==> config.mk <==
export PLATFORM = sky130hd
export DESIGN_NAME = chunked_add_sequencer
export DESIGN_NICKNAME = d
export VERILOG_FILES = /design/src/rtl/chunked_add_pkg.sv /design/src/rtl/chunked_add_cla_slice.sv /design/src/rtl/chunked_add_sequencer.sv
export SDC_FILE = /design/constraint.sdc
export NUM_CORES = 1
export LEC_CHECK = 0
export BUFFER_PORTS_ARGS = -buffer_cell sky130_fd_sc_hd__clkbuf_2
export CAP_MARGIN = 20
export CORE_MARGIN = 2
export CORE_UTILIZATION = 56
export CTS_BUF_LIST = sky130_fd_sc_hd__clkbuf_8
export CTS_CLUSTER_DIAMETER = 120
export DETAILED_ROUTE_END_ITERATION = 10
export MAX_ROUTING_LAYER = met4
export PLACE_DENSITY = 0.86
export SLEW_MARGIN = 20
export SYNTH_ARGS = -nofsm -noshare
export SYNTH_HDL_FRONTEND = slang
export SYNTH_SLANG_ARGS = --single-unit
==> constraint.sdc <==
create_clock -name i_clk -period 5.15 [get_ports i_clk]
set_input_delay 0.515 -clock i_clk [delete_from_list [all_inputs] [get_ports i_clk]]
set_output_delay 0.515 -clock i_clk [all_outputs]
set_load 0.05 [all_outputs]
==> src/rtl/chunked_add_pkg.sv <==
// Shared definitions for the chunked add/subtract sequencer: FSM state encoding
// and width helpers used by the top level.
package chunked_add_pkg;

  typedef enum logic [1:0] {
    IDLE = 2'd0,
    RUN  = 2'd1,
    DONE = 2'd2
  } state_e;

  function automatic int total_width(input int chunk_w, input int num_chunks);
    return chunk_w * num_chunks;
  endfunction

  function automatic int idx_width(input int num_chunks);
    return (num_chunks > 1) ? $clog2(num_chunks) : 1;
  endfunction

endpackage

==> src/rtl/chunked_add_cla_slice.sv <==
// Combinational carry-lookahead adder slice with carry-in; generate = a&b,
// propagate = a|b, carries chained LSB to MSB.
module cla_slice #(
  parameter int WIDTH = 8
) (
  input  logic [WIDTH-1:0] i_a,
  input  logic [WIDTH-1:0] i_b,
  input  logic             i_cin,
  output logic [WIDTH-1:0] o_sum,
  output logic             o_cout
);

  logic [WIDTH-1:0] w_g;
  logic [WIDTH-1:0] w_p;

  assign w_g = i_a & i_b;
  assign w_p = i_a | i_b;

  always_comb begin
    logic w_c;
    // NOTE: blocking assignments here so w_c carries each bit's result into the next iteration.
    w_c   = i_cin;
    o_sum = '0;
    for (int i = 0; i < WIDTH; i++) begin
      o_sum[i] = i_a[i] ^ i_b[i] ^ w_c;
      w_c      = w_g[i] | (w_p[i] & w_c);
    end
    o_cout = w_c;
  end

endmodule

==> src/rtl/chunked_add_sequencer.sv <==
// Multi-cycle TOTAL_W-bit add/subtract: one CHUNK_W-bit lookahead slice reused
// LSB chunk first, carry held in a register between chunks.
module chunked_add_sequencer
  import chunked_add_pkg::*;
#(
  parameter  int CHUNK_W    = 8,
  parameter  int NUM_CHUNKS = 4,
  localparam int TOTAL_W    = total_width(CHUNK_W, NUM_CHUNKS)
) (
  input  logic               i_clk,
  input  logic               i_rst_n,
  input  logic               i_valid,
  output logic               o_ready,
  input  logic [TOTAL_W-1:0] i_add1,
  input  logic [TOTAL_W-1:0] i_add2,
  input  logic               i_sub,
  output logic               o_valid,
  input  logic               i_ready,
  output logic [TOTAL_W:0]   o_result,
  output logic               o_busy
);

  localparam int               IDX_W    = idx_width(NUM_CHUNKS);
  localparam logic [IDX_W-1:0] LAST_IDX = IDX_W'(NUM_CHUNKS - 1);

  state_e             r_state;
  state_e             w_next_state;
  logic [IDX_W-1:0]   r_idx;
  logic               r_carry;
  logic [TOTAL_W-1:0] r_a;
  logic [TOTAL_W-1:0] r_b;
  logic [TOTAL_W:0]   r_result;

  logic               w_accept;
  logic               w_last;
  logic [CHUNK_W-1:0] w_a_chunk;
  logic [CHUNK_W-1:0] w_b_chunk;
  logic [CHUNK_W-1:0] w_sum;
  logic               w_cout;

  assign w_accept  = (r_state == IDLE) && i_valid;
  assign w_last    = (r_idx == LAST_IDX);
  assign w_a_chunk = r_a[r_idx*CHUNK_W +: CHUNK_W];
  assign w_b_chunk = r_b[r_idx*CHUNK_W +: CHUNK_W];
  assign o_result  = r_result;

  cla_slice #(.WIDTH(CHUNK_W)) u_slice (
    .i_a    (w_a_chunk),
    .i_b    (w_b_chunk),
    .i_cin  (r_carry),
    .o_sum  (w_sum),
    .o_cout (w_cout)
  );

  always_ff @(posedge i_clk or negedge i_rst_n) begin
    if (!i_rst_n) r_state <= IDLE;
    else          r_state <= w_next_state;
  end

  // Handshake outputs depend on state only, never on i_valid/i_ready.
  always_comb begin
    // NOTE: every output gets a default first so no path through the case infers a latch.
    w_next_state = r_state;
    o_ready      = 1'b0;
    o_valid      = 1'b0;
    o_busy       = 1'b0;
    case (r_state)
      IDLE: begin
        o_ready = 1'b1;
        if (i_valid) w_next_state = RUN;
      end
      RUN: begin
        o_busy = 1'b1;
        if (w_last) w_next_state = DONE;
      end
      DONE: begin
        o_busy  = 1'b1;
        o_valid = 1'b1;
        if (i_ready) w_next_state = IDLE;
      end
      default: w_next_state = IDLE;
    endcase
  end

  always_ff @(posedge i_clk or negedge i_rst_n) begin
    if (!i_rst_n) begin
      // NOTE: operand and result registers are plain flops, so they are reset like any other state.
      r_idx    <= '0;
      r_carry  <= 1'b0;
      r_a      <= '0;
      r_b      <= '0;
      r_result <= '0;
    end else if (w_accept) begin
      r_a     <= i_add1;
      r_b     <= i_add2 ^ {TOTAL_W{i_sub}};
      r_carry <= i_sub;
      r_idx   <= '0;
    end else if (r_state == RUN) begin
      r_result[r_idx*CHUNK_W +: CHUNK_W] <= w_sum;
      r_carry                            <= w_cout;
      if (w_last) r_result[TOTAL_W] <= w_cout;
      else        r_idx             <= r_idx + 1'b1;
    end
  end

endmodule

; ---- Word level (Yosys, flattened, before mapping)
; Index checks and enable logic that the tools add are counted.
[word_totals]
input_bits = 69
reg_bits = 102
out_inout_bits = 36
word_cells = 76
[classes]
bitwise = 36
n_eq_ne = 7
n_addsub = 2
shifts = 4
n_reduce_logical = 7
mux = 14
[ops]
columns = cell, n
row1 = variable part select 32 x 6 -> 8 bit, 2
row2 = negator 5 -> 34 bit, 1
row3 = "variable shift 8 x 34 -> 33 bit, first input constant", 1
row4 = variable part select 8 x 34 -> 33 bit, 1
row5 = bitwise mux 33 bit, 1
row6 = bitwise XOR 32 bit, 1
row7 = bitwise XOR 1 bit, 16
row8 = 2-to-1 mux 2 bit, 6
row9 = bitwise AND 1 bit, 8
row10 = bitwise AND 8 bit, 1
row11 = "!= test 2 bit, second input constant", 4
row12 = bitwise OR 1 bit, 8
row13 = bitwise OR 8 bit, 1
row14 = 2-to-1 mux 1 bit, 6
row15 = case mux 2 bit (3 select lines), 1
row16 = "equality test 2 bit, second input constant", 2
row17 = AND reduction 2 bit, 2
row18 = AND reduction 3 bit, 1
row19 = "adder 2 x 1 -> 2 bit, second input constant", 1
row20 = "equality test 2 x 1 -> 1 bit, second input constant", 1
row21 = logical NOT 2 bit, 1
row22 = nonzero test 2 bit, 1
row23 = OR reduction 2 bit, 1
row24 = logical AND 1 bit, 1
row25 = NOT 1 bit, 1

; ---- Logic depth before layout (Yosys ltp)
; Gate-level depths: netlist (run 1).
[depth]
depth_word = 20
ltp_mapped = 17
mapped_depth_nobuf = 15

; ---- Modules after synthesis
; A second synthesis (run 1) with hierarchy kept.
[unflattened]
hier_cells = 365
hier_area_um2 = 4832.1
[by_module_without_submodules]
columns = mod, instances, area_each_um2, seq_area_each_um2, cells_each
row1 = chunked_add_sequencer, 1, 4642.0, 2552.4, 349
row2 = cla_slice, 1, 190.2, 0.0, 16

; ---- Least setup slack after synthesis (run 1)
; OpenSTA, ideal clock, no wires.
[synth_timing]
path_type = flip-flop to flip-flop
from = reg r_idx[1]
to = reg r_result[7], in the netlist o_result[7]
arrival_ns = 4.077
path_buffers = 2
required_ns = 5.022
setup_ns = 0.128
stages_incl_launch_ff = 16
synth_period_minus_slack_ns = 4.205
setup_slack_ns = 0.945
path_cell_list = dfrtp_1 > buf_2 > buf_2 > mux4_2 > fa_1 > inv_1 > fa_1 > inv_1 > fa_1 > inv_1 > fa_1 > fa_1 > fa_1 > fa_1 > fa_1 > o21ai_0
[synth_via]
elab_chain_len = 19
word_cells_on_any_way = 38
classes_between = add/sub (1) / shift (4) / mux (1) / bitwise (32)
[synth_lines]
columns = item, line
row1 = start: declaration, chunked_add_sequencer.sv:28  ; logic [IDX_W-1:0] r_idx;
row2 = start signal: assignment, chunked_add_sequencer.sv:102  ; else r_idx <= r_idx + 1'b1;
row3 = "variable part select 32 x 6 -> 8 bit, on equally long branches", "chunked_add_sequencer.sv:43, chunked_add_sequencer.sv:44"
row4 = bitwise OR 8 bit, chunked_add_cla_slice.sv:17  ; assign w_p = i_a | i_b;
row5 = bitwise AND 1 bit, chunked_add_cla_slice.sv:26  ; w_c = w_g[i] | (w_p[i] & w_c);
row6 = bitwise OR 1 bit, chunked_add_cla_slice.sv:26
row7 = bitwise AND 1 bit, chunked_add_cla_slice.sv:26
row8 = bitwise OR 1 bit, chunked_add_cla_slice.sv:26
row9 = bitwise AND 1 bit, chunked_add_cla_slice.sv:26
row10 = bitwise OR 1 bit, chunked_add_cla_slice.sv:26
row11 = [3 not listed], --
row12 = bitwise OR 1 bit, chunked_add_cla_slice.sv:26
row13 = bitwise AND 1 bit, chunked_add_cla_slice.sv:26
row14 = bitwise OR 1 bit, chunked_add_cla_slice.sv:26
row15 = bitwise AND 1 bit, chunked_add_cla_slice.sv:26
row16 = bitwise OR 1 bit, chunked_add_cla_slice.sv:26
row17 = bitwise XOR 1 bit, chunked_add_cla_slice.sv:25  ; o_sum[i] = i_a[i] ^ i_b[i] ^ w_c;
row18 = variable part select 8 x 34 -> 33 bit, chunked_add_sequencer.sv:99  ; r_result[r_idx*CHUNK_W +: CHUNK_W] <= w_sum;
row19 = bitwise mux 33 bit (*), chunked_add_sequencer.sv:99
row20 = end signal: indexed assignment, chunked_add_sequencer.sv:99
row21 = end signal: indexed assignment, chunked_add_sequencer.sv:101  ; if (w_last) r_result[TOTAL_W] <= w_cout;
row22 = end: declaration, chunked_add_sequencer.sv:32  ; logic [TOTAL_W:0] r_result;
; Mark *: on every way between the ends. The rest lies on a longest branch, timed or not.
; A chain may end at the register's enable or synchronous reset.

; ---- Worst setup path in the final report (run 1)
[layout_timing]
from = reg r_idx[1]
to = reg r_carry
[layout_via]
elab_chain_len = 20
word_cells_on_any_way = 22
classes_between = shift (2) / mux (2) / bitwise (18)
[layout_lines]
columns = item, line
row1 = "variable part select 32 x 6 -> 8 bit, on equally long branches", "chunked_add_sequencer.sv:43, chunked_add_sequencer.sv:44"
row2 = bitwise OR 8 bit, chunked_add_cla_slice.sv:17
row3 = bitwise AND 1 bit, chunked_add_cla_slice.sv:26
row4 = bitwise OR 1 bit, chunked_add_cla_slice.sv:26
row5 = bitwise AND 1 bit, chunked_add_cla_slice.sv:26
row6 = bitwise OR 1 bit, chunked_add_cla_slice.sv:26
row7 = bitwise AND 1 bit, chunked_add_cla_slice.sv:26
row8 = bitwise OR 1 bit, chunked_add_cla_slice.sv:26
row9 = [4 not listed], --
row10 = bitwise AND 1 bit, chunked_add_cla_slice.sv:26
row11 = bitwise OR 1 bit, chunked_add_cla_slice.sv:26
row12 = bitwise AND 1 bit, chunked_add_cla_slice.sv:26
row13 = bitwise OR 1 bit, chunked_add_cla_slice.sv:26
row14 = bitwise AND 1 bit, chunked_add_cla_slice.sv:26
row15 = bitwise OR 1 bit (*), chunked_add_cla_slice.sv:26
row16 = 2-to-1 mux 1 bit (*), chunked_add_sequencer.sv:98  ; end else if (r_state == RUN) begin
row17 = 2-to-1 mux 1 bit (*), chunked_add_sequencer.sv:93  ; end else if (w_accept) begin
row18 = end signal: assignment, chunked_add_sequencer.sv:96  ; r_carry <= i_sub;
row19 = end signal: assignment, chunked_add_sequencer.sv:100  ; r_carry <= w_cout;
row20 = end: declaration, chunked_add_sequencer.sv:29  ; logic r_carry;
; Mark *: on every way between the ends. The rest lies on a longest branch, timed or not. The select of a mux whose other input is x is not followed.

==> results.md, run 1 <==
- The number of distinct library cells after synthesis is 30.
- STA classifies the critical path endpoint as a flip-flop.
- When the netlist entered floorplanning its net count stood at 490.
- The most used routing layer is met2.
- The starting density of the core is 58.1%.
- In this run, the number of DRC markers left after iteration 0 of detailed routing was 156.
- The largest individual stage delay along the critical path comes from the cell sky130_fd_sc_hd__dfrtp_1.
- Setup violations remaining at the end of the flow were counted as 0.
- The detailed-router iteration count before antenna repair is 4.
- The final non-filler cell total is 611.
- The layout overhead on the synthesized area is 15.5%.
- The startpoint-to-endpoint class of the critical path is reg2reg.
- The final period demand of the worst path is ~4.2 ns.
- Walking the worst path, the cells encountered are mux4_2 -> fa_1 -> inv_1 -> fa_1 -> inv_1 -> fa_1 -> inv_1 -> fa_1 -> fa_1 -> fa_1 -> fa_1 -> fa_1 -> inv_1 -> mux2i_1 -> a21oi_1.
- The final sum of negative setup slack is 0 ns.
- The total standard cell area after synthesis is 4830 um2.
- The met1 usage is 30.7%.
- The most used flip-flop cell after synthesis is sky130_fd_sc_hd__dfrtp_1.
- The total power density per cell area is roughly 690 nW/um2.
- The fraction of registers with async set/reset is 100%.
- The post-CTS setup repair buffer count is 0.
- The leading area contributor after synthesis is sky130_fd_sc_hd__dfrtp_1.
- The number of clock buffers added by TritonCTS is 9.
- The synthesis-stage register bit count is approximately 100.
- The total detailed-routing wirelength is 10,100 um.
- The clock input transition at the sequential cells of the worst setup and hold paths is 0.10 ns.
- Across every metal layer, demand over resource in global routing totals between 20% and 30%.
- The number of enable-type register cells in the synthesized netlist is 0.
- The endpoint required time on the critical path is between 5 and 6 ns.
- On the worst path, the slowest cell contributes a delay of 0.54 ns.
- The flow ran to the end, and the final reports show no timing, DRC or antenna violations.
- The HPWL after detailed placement is 7400 um.
- The buffer cell driving the clock tree root is sky130_fd_sc_hd__clkbuf_8.
- Among the stages of the critical path, the cell type that occurs most often is sky130_fd_sc_hd__fa_1.
- The average cell area after synthesis is 12.0 um2.
- The number of antenna repair diodes is 0.
- Setup slack on the critical path of the routed design comes to 0.921 ns.
- The average wire per cell in the routed design is 16.6 um.
- For this run, the post-layout net count is 589.
- The clock arrives with 0.0112 ns of skew.
- The cell count after synthesis came out at approximately 400.
- The die is 96.8 um tall.
- Leaving out fill and tap cells, the most frequent cell in the layout is sky130_fd_sc_hd__clkbuf_2.
- The instance count after placement with tap cells included is about 600.
- No sink is reached through more buffers than the 2 on the longest clock path.
- The number of buffers and inverters on the critical path is 4.
- Prior to clock tree synthesis, the placed netlist has a worst setup slack of 0.934 ns.
- For the pin with the worst max-slew slack, the measured transition is between 1 and 1.5 ns.
- The global routing usage on met2 is 38.6%.
- The final count of hold timing violations is 0.
- The post-cts resize count is 0.
- The reg2reg setup slack is 0.92 ns.
- Once detail routing completed, the nets flagged for antenna violations numbered 0.
- Setup repair after global routing left no endpoint under its margin.
- The routed layout has 3,354 vias.
- Of all nets on the critical path, the largest fanout is 8.
- After detailed routing, the number of vias per cell comes to about 5.5.
- The maximum vdd ir drop is 345 uV.
- Buffers inserted to repair hold after CTS numbered 0.
- The tool flagged a number of max-cap violations equal to 0.
- The fraction of synthesized cell area taken by the top area cell type is 52.9%.
- The floorplan die area is 9380 um2.
- In the post-synthesis netlist, the biggest area contributors are sky130_fd_sc_hd__dfrtp_1 53%, sky130_fd_sc_hd__mux2_2 7.7%, sky130_fd_sc_hd__mux4_2 7.5%.
- Once layout is complete, the utilization of the core stands at 67.1%.
- The weighted congestion at the end of routability-driven global placement is 0.856.
- STA classifies the critical path startpoint as a flip-flop.
- Headroom to the max-slew limit came out at 33.2%.
- The pin count of the biggest net entering global routing is 99.
- The met3 capacity usage during global routing is 5.56%.
- The category of cells accounting for the largest share of critical-path delay is adder cells.
- The CTS tree is yes.
- In the routed design, unresolved DRC markers number 0.
- Across all hold checks on the routed design, the worst slack comes to 0.181 ns.
- From left edge to right edge, the die measures 96.8 um.
- The worst endpoint data arrival time is between 4 and 5 ns.
- For this run, the number of Yosys warnings is 0.
- The top cell types in the final layout, fill and taps aside, are 103 x sky130_fd_sc_hd__clkbuf_2, 102 x sky130_fd_sc_hd__dfrtp_1, 69 x sky130_fd_sc_hd__nand2_1.
- In the finished design, the share of the clock period the worst path needs comes to 82.1%.
- The count of final max-slew check failures is 0.
- The initial antenna violation count is 0.
- The tree built by TritonCTS fans out to 102 sinks.
- The placeable core region is 8300 um2.
- roughly 110 I/O pins were placed.
- The global-route congestion overflow total is 0.
- The sequential area share after synthesis is 52.9%.
- The number of H-tree levels is 3.
- The number of standard-cell rows in the floorplan is 33.
- For this run, the top clock speed supported by timing is 236 MHz.
- The leakage power figure is 0.00265 uW.
- In this run the tool buffered the top-level ports with 104 buffer cells.
- The type of the most critical hold path is in2async.
- The global-route wire length before repair is approximately 17,000 um.
- The via count of the first global-routing pass came to 3,440.
- The post-route netlist has about a third of its cells at a drive strength greater than 1.
- The clock latency of the later-clocked register in the worst-skew pair is 0.37 ns.
cells by family after synthesis:
group,after synthesis,share of synthesized area (%)
mux,51,15.6
fa+ha+maj,18,5.91
compound gates,73,7.88
flops,102,52.9
simple gates,83,7.26
xor+xnor,33,5.99
buf+inv,43,4.49
stage by stage:
stage	cell area (um2)	total power, uW
after CTS	5570	3880
after global placement	5390	3280
after detailed placement	5390	3380
final	5570	3860
after global routing	5570	4160
after floorplan	4830	2860
final timing paths:
path,to,depth (start not counted),startpoint
max in group asynchronous,r_a[11],2,i_rst_n
hold / removal,r_b[22],1,i_rst_n
min in group i_clk,r_a[22],2,i_add1[22]
hold reg to reg,r_b[26],2,r_b[26]
setup reg to reg,r_carry,15,r_idx[1]
setup / recovery,r_carry,15,r_idx[1]
report_power, final:
group	internal [uW]	switching (uW)	total, uW
Sequential	1150	206	1350
Combinational	785	1230	2020
Clock	221	268	489
Total	2150	1710	3860
cells in the mapped netlist, drive strengths merged (3+ instances only):
| cell | instances |
|---|---|
| dfrtp | 102 |
| nand2 | 70 |
| o21ai | 61 |
| mux2 | 33 |
| xnor2 | 33 |
| inv | 23 |
| buf | 16 |
| mux4 | 16 |
| ha | 10 |
| fa | 8 |
| a21oi | 6 |
| clkbuf | 4 |
| nand2b | 3 |
state kept, by name, indices dropped and copies added, names as in the netlist:
signal    count
r_a          32
r_state       2
o_result     33
r_idx         2
r_carry       1
r_b          32
worst register-to-register path, cell delays in order, from the launching register on:
cell and delay (ns):
sky130_fd_sc_hd__dfrtp_1 0.54, sky130_fd_sc_hd__mux4_2 0.27, sky130_fd_sc_hd__fa_1 0.19, sky130_fd_sc_hd__inv_1 0.06
sky130_fd_sc_hd__fa_1 0.43, sky130_fd_sc_hd__inv_1 0.09, sky130_fd_sc_hd__fa_1 0.18, sky130_fd_sc_hd__inv_1 0.06
sky130_fd_sc_hd__fa_1 0.44, sky130_fd_sc_hd__fa_1 0.40, sky130_fd_sc_hd__fa_1 0.40, sky130_fd_sc_hd__fa_1 0.40
sky130_fd_sc_hd__fa_1 0.37, sky130_fd_sc_hd__inv_1 0.09, sky130_fd_sc_hd__mux2i_1 0.07, sky130_fd_sc_hd__a21oi_1 0.15
final cells by class:
cell class	instances	area, um2
fillers	623	2730
flip-flops and latches	102	2550
multi-input cells	258	2060
repair buffers	108	553
well taps	105	131
clock buffers	9	124
inverters	23	86.3
clock inverters	6	62.6
per-layer routing:
| layer | vias up | wire length, um |
|---|---|---|
| met4 | 0 | 165 |
| met3 | 17 | 568 |
| met5 | - | 0 |
| met2 | 127 | 5130 |
| li1 | 1559 | - |
| met1 | 1651 | 4280 |
Note: power is estimated with default switching activity, not from simulation.
==> run 2, diff against run 1 <==
==> constraint.sdc (replaced) <==
create_clock -name i_clk -period 4.4 [get_ports i_clk]
set_input_delay 0.44 -clock i_clk [delete_from_list [all_inputs] [get_ports i_clk]]
set_output_delay 0.44 -clock i_clk [all_outputs]
set_load 0.05 [all_outputs]
==> run 2 against run 1 <==
Die area did not move. Combinational power increased by 19%. Largest power group unchanged. Register-to-register slack got worse by 0.77 ns. Flip-flop and latch count unchanged. First-iteration DRC count up 83%. Clock skew up 0.0033 ns. Utilization rose by 0.75 points.
==> results.md, run 2 (synthesized netlist as in run 1, its figures left out) <==
- The number of buffers added on ports is 104.
- In this run the power density over the cells is 825 nW/um2.
- Clock-pin slew was measured on the worst setup and hold paths at 0.09 ns.
- Setup violations remaining at the end of the flow were counted as 0.
- 105 I/O pins were placed.
- The initial antenna violation count is 0.
- The tightest min-delay check is of the in2async type.
- The number of filler cells placed in the layout is 607.
- The worst path meets setup with 0.154 ns of slack.
- The area used by sequential logic in the layout is around 2600 um2.
- The pin count of the biggest net entering global routing is 99.
- Along the worst path, the maximum fanout reaches 4.
- Summing all multi-input logic gate instances after layout gives 2070 um2.
- The starting density of the core is 58.1%.
- For this design the total switching power over the nets is 2010 uW.
- Leaving out fill and tap cells, the most frequent cells in the layout are 103 x sky130_fd_sc_hd__clkbuf_2, 101 x sky130_fd_sc_hd__dfrtp_1, 69 x sky130_fd_sc_hd__nand2_1.
- The endpoint required time on the critical path is ~4.6 ns.
- The fraction of layout cells with a size suffix above 1 is 34.8%.
- Counting the buffers created by CTS gives 9.
- The final sum of negative setup slack is 0 ns.
- The proportion of total power due to net switching is 43.2%.
- Dividing the detail-routed wire length by the instance count gives 16.8 um.
- Max-cap violations in this run came to 0.
- The number of H-tree levels is 3.
- The power share of the combinational group is 51.8%.
- The worst setup path is launched from a flip-flop.
- The period utilization is about 97%.
- The die covers 9380 um2.
- After layout, the design draws a total of 4650 uW.
- The final count of hold timing violations is 0.
- The most used cell along the critical path is sky130_fd_sc_hd__fa_1.
- At the placement stage, the worst setup path has a slack of roughly 0.12 ns.
- After floorplanning, the core was sized to cover 8300 um2.
- The number of antenna diodes in the final layout is 0.
- Setup repair after global routing left no endpoint under its margin.
- TritonCTS built the clock tree.
- The routed design could run at a clock period as short as 4.25 ns.
- The worst-path cell with the longest stage delay is sky130_fd_sc_hd__fa_2.
- Based on the critical path, the design can be clocked at up to 235 MHz.
- The actual slew at the worst max-slew pin is 1.02 ns.
- Routability-driven placement finished with a final weighted congestion of 0.877.
- The overall routing resource usage is 24.0%.
- The register with the most flip-flops in the layout has 33 of them.
- The clock network is responsible for 14.4% of the overall power.
- The die width is about 97 um.
- The chip height is 96.8 um.
- The part of the total power dissipated in sequential elements is about a third.
- The startpoint-to-endpoint class of the critical path is reg2reg.
- The library cell used most frequently in the layout, excluding fill and tap cells, is sky130_fd_sc_hd__clkbuf_2.
- The clock reaches the later pin of the worst-skew pair after around 0.37 ns.
- Counting tap cells, the placed design contains a total of 597 instances.
- Tracing the worst setup path back leads to its startpoint at r_idx[0].
- Clock skew on the completed layout was measured at ~0.014 ns.
- The detailed-route via count is 3,422.
- The estimated wirelength of the detail-placed design is 7540 um.
- The total overflow left after global routing is 0.
- The leakage power figure is 0.00268 uW.
- The layout overhead on the synthesized area is 16.7%.
- The buffer cell driving the clock tree root is sky130_fd_sc_hd__clkbuf_8.
- The run finished with clean final reports.
- The total detailed-routing wirelength is 10,300 um.
- The reg2reg setup slack is around 0.15 ns.
- The number of remaining DRC errors is 0.
- The tightest hold path in the finished design has a slack of 0.141 ns.
- For this run, the post-layout net count is 590.
- On the worst path, the slowest cell contributes a delay of 0.57 ns.
- VDD sags by at most 339 uV.
- The number of sinks driven by the clock tree is 102.
- The per-cell via count in the routed design is 5.58.
- The via count of the first global-routing pass came to roughly 3,400.
- Counting along the longest clock path gives a buffer depth of 2.
- Traced cell by cell, the critical path runs through mux4_2 -> fa_1 -> inv_1 -> fa_1 -> inv_1 -> fa_1 -> inv_1 -> fa_1 -> fa_1 -> fa_1 -> fa_2 -> fa_2 -> o21ai_1.
- The detailed-router iteration count before antenna repair is 5.
- The violation count after the first detailed-route iteration is around 290.
- Headroom to the max-slew limit came out at 32.0%.
- After clock tree synthesis, the flow added hold-fix buffers numbering 0.
- Data arrives at the worst endpoint at 4.48 ns.
- After floorplanning, the core was divided into 33 placement rows.
- Once detail routing completed, the nets flagged for antenna violations numbered 0.
- The worst register-to-register path has a depth of 13.
- The internal power summed over all cells is 2640 uW.
- The global-route wire length before repair is 17,200 um.
- The endpoint kind of the worst setup timing path is a flip-flop.
- The count of final max-slew check failures is 0.
- The worst register-to-register path begins at r_idx[0].
- The final non-filler cell total is a little over 600.
## run 2: cell type report
cell class,count,share of cell area (%)
timing repair buffer,109,10.0
clock buffer,11,2.69
multi-input combinational,258,36.7
tap,105,2.33
sequential,102,45.3
inverter,23,1.53
clock inverter,5,1.42
## run 2: worst paths after layout
check	to
max	o_result[15]
min	r_state[1]
max reg2reg	o_result[15]
min reg2reg	o_result[8]
max in group asynchronous	o_result[0]
min in group i_clk	r_a[19]
## run 2: power groups by stage
stage	Clock [uW]	Combinational [uW]	Sequential, uW
4_1_cts	681	2390	1570
3_5_place_dp	0	2370	1590
2_1_floorplan	0	1540	1800
3_3_place_gp	0	2290	1560
6_report	670	2410	1570
5_1_grt	715	2650	1620
## run 2: metal layers
layer | global-route usage (%) | share of wire (%) | vias to the layer above
met2 | 37.9 | 50 | 153
met4 | 7.48 | 2.2 | 0
met3 | 5.35 | 7.2 | 24
met1 | 31.4 | 40 | 1683
li1 | - | - | 1562
met5 | - | 0 | -
## run 2: timing repair
item	in CTS	in global routing
setup buffers	0	0
endpoints found under the setup margin	0	6
resized for setup	0	5
## run 2: through the flow
step	utilization, %	area (um2)
floorplan	-	4830
global placement	65.0	5390
detailed placement	65.0	5390
CTS	67.8	5620
global route	67.9	5630
finish	67.9	5630
## run 2: worst max-delay path, delay by kind of cell, from the launching register on
kind	cells	cell delay [ns]
buffers and inverters	3	0.22
DFF	1	0.46
adders and majority gates	8	2.96
muxes	1	0.37
AOI/OAI and AO/OA	1	0.09
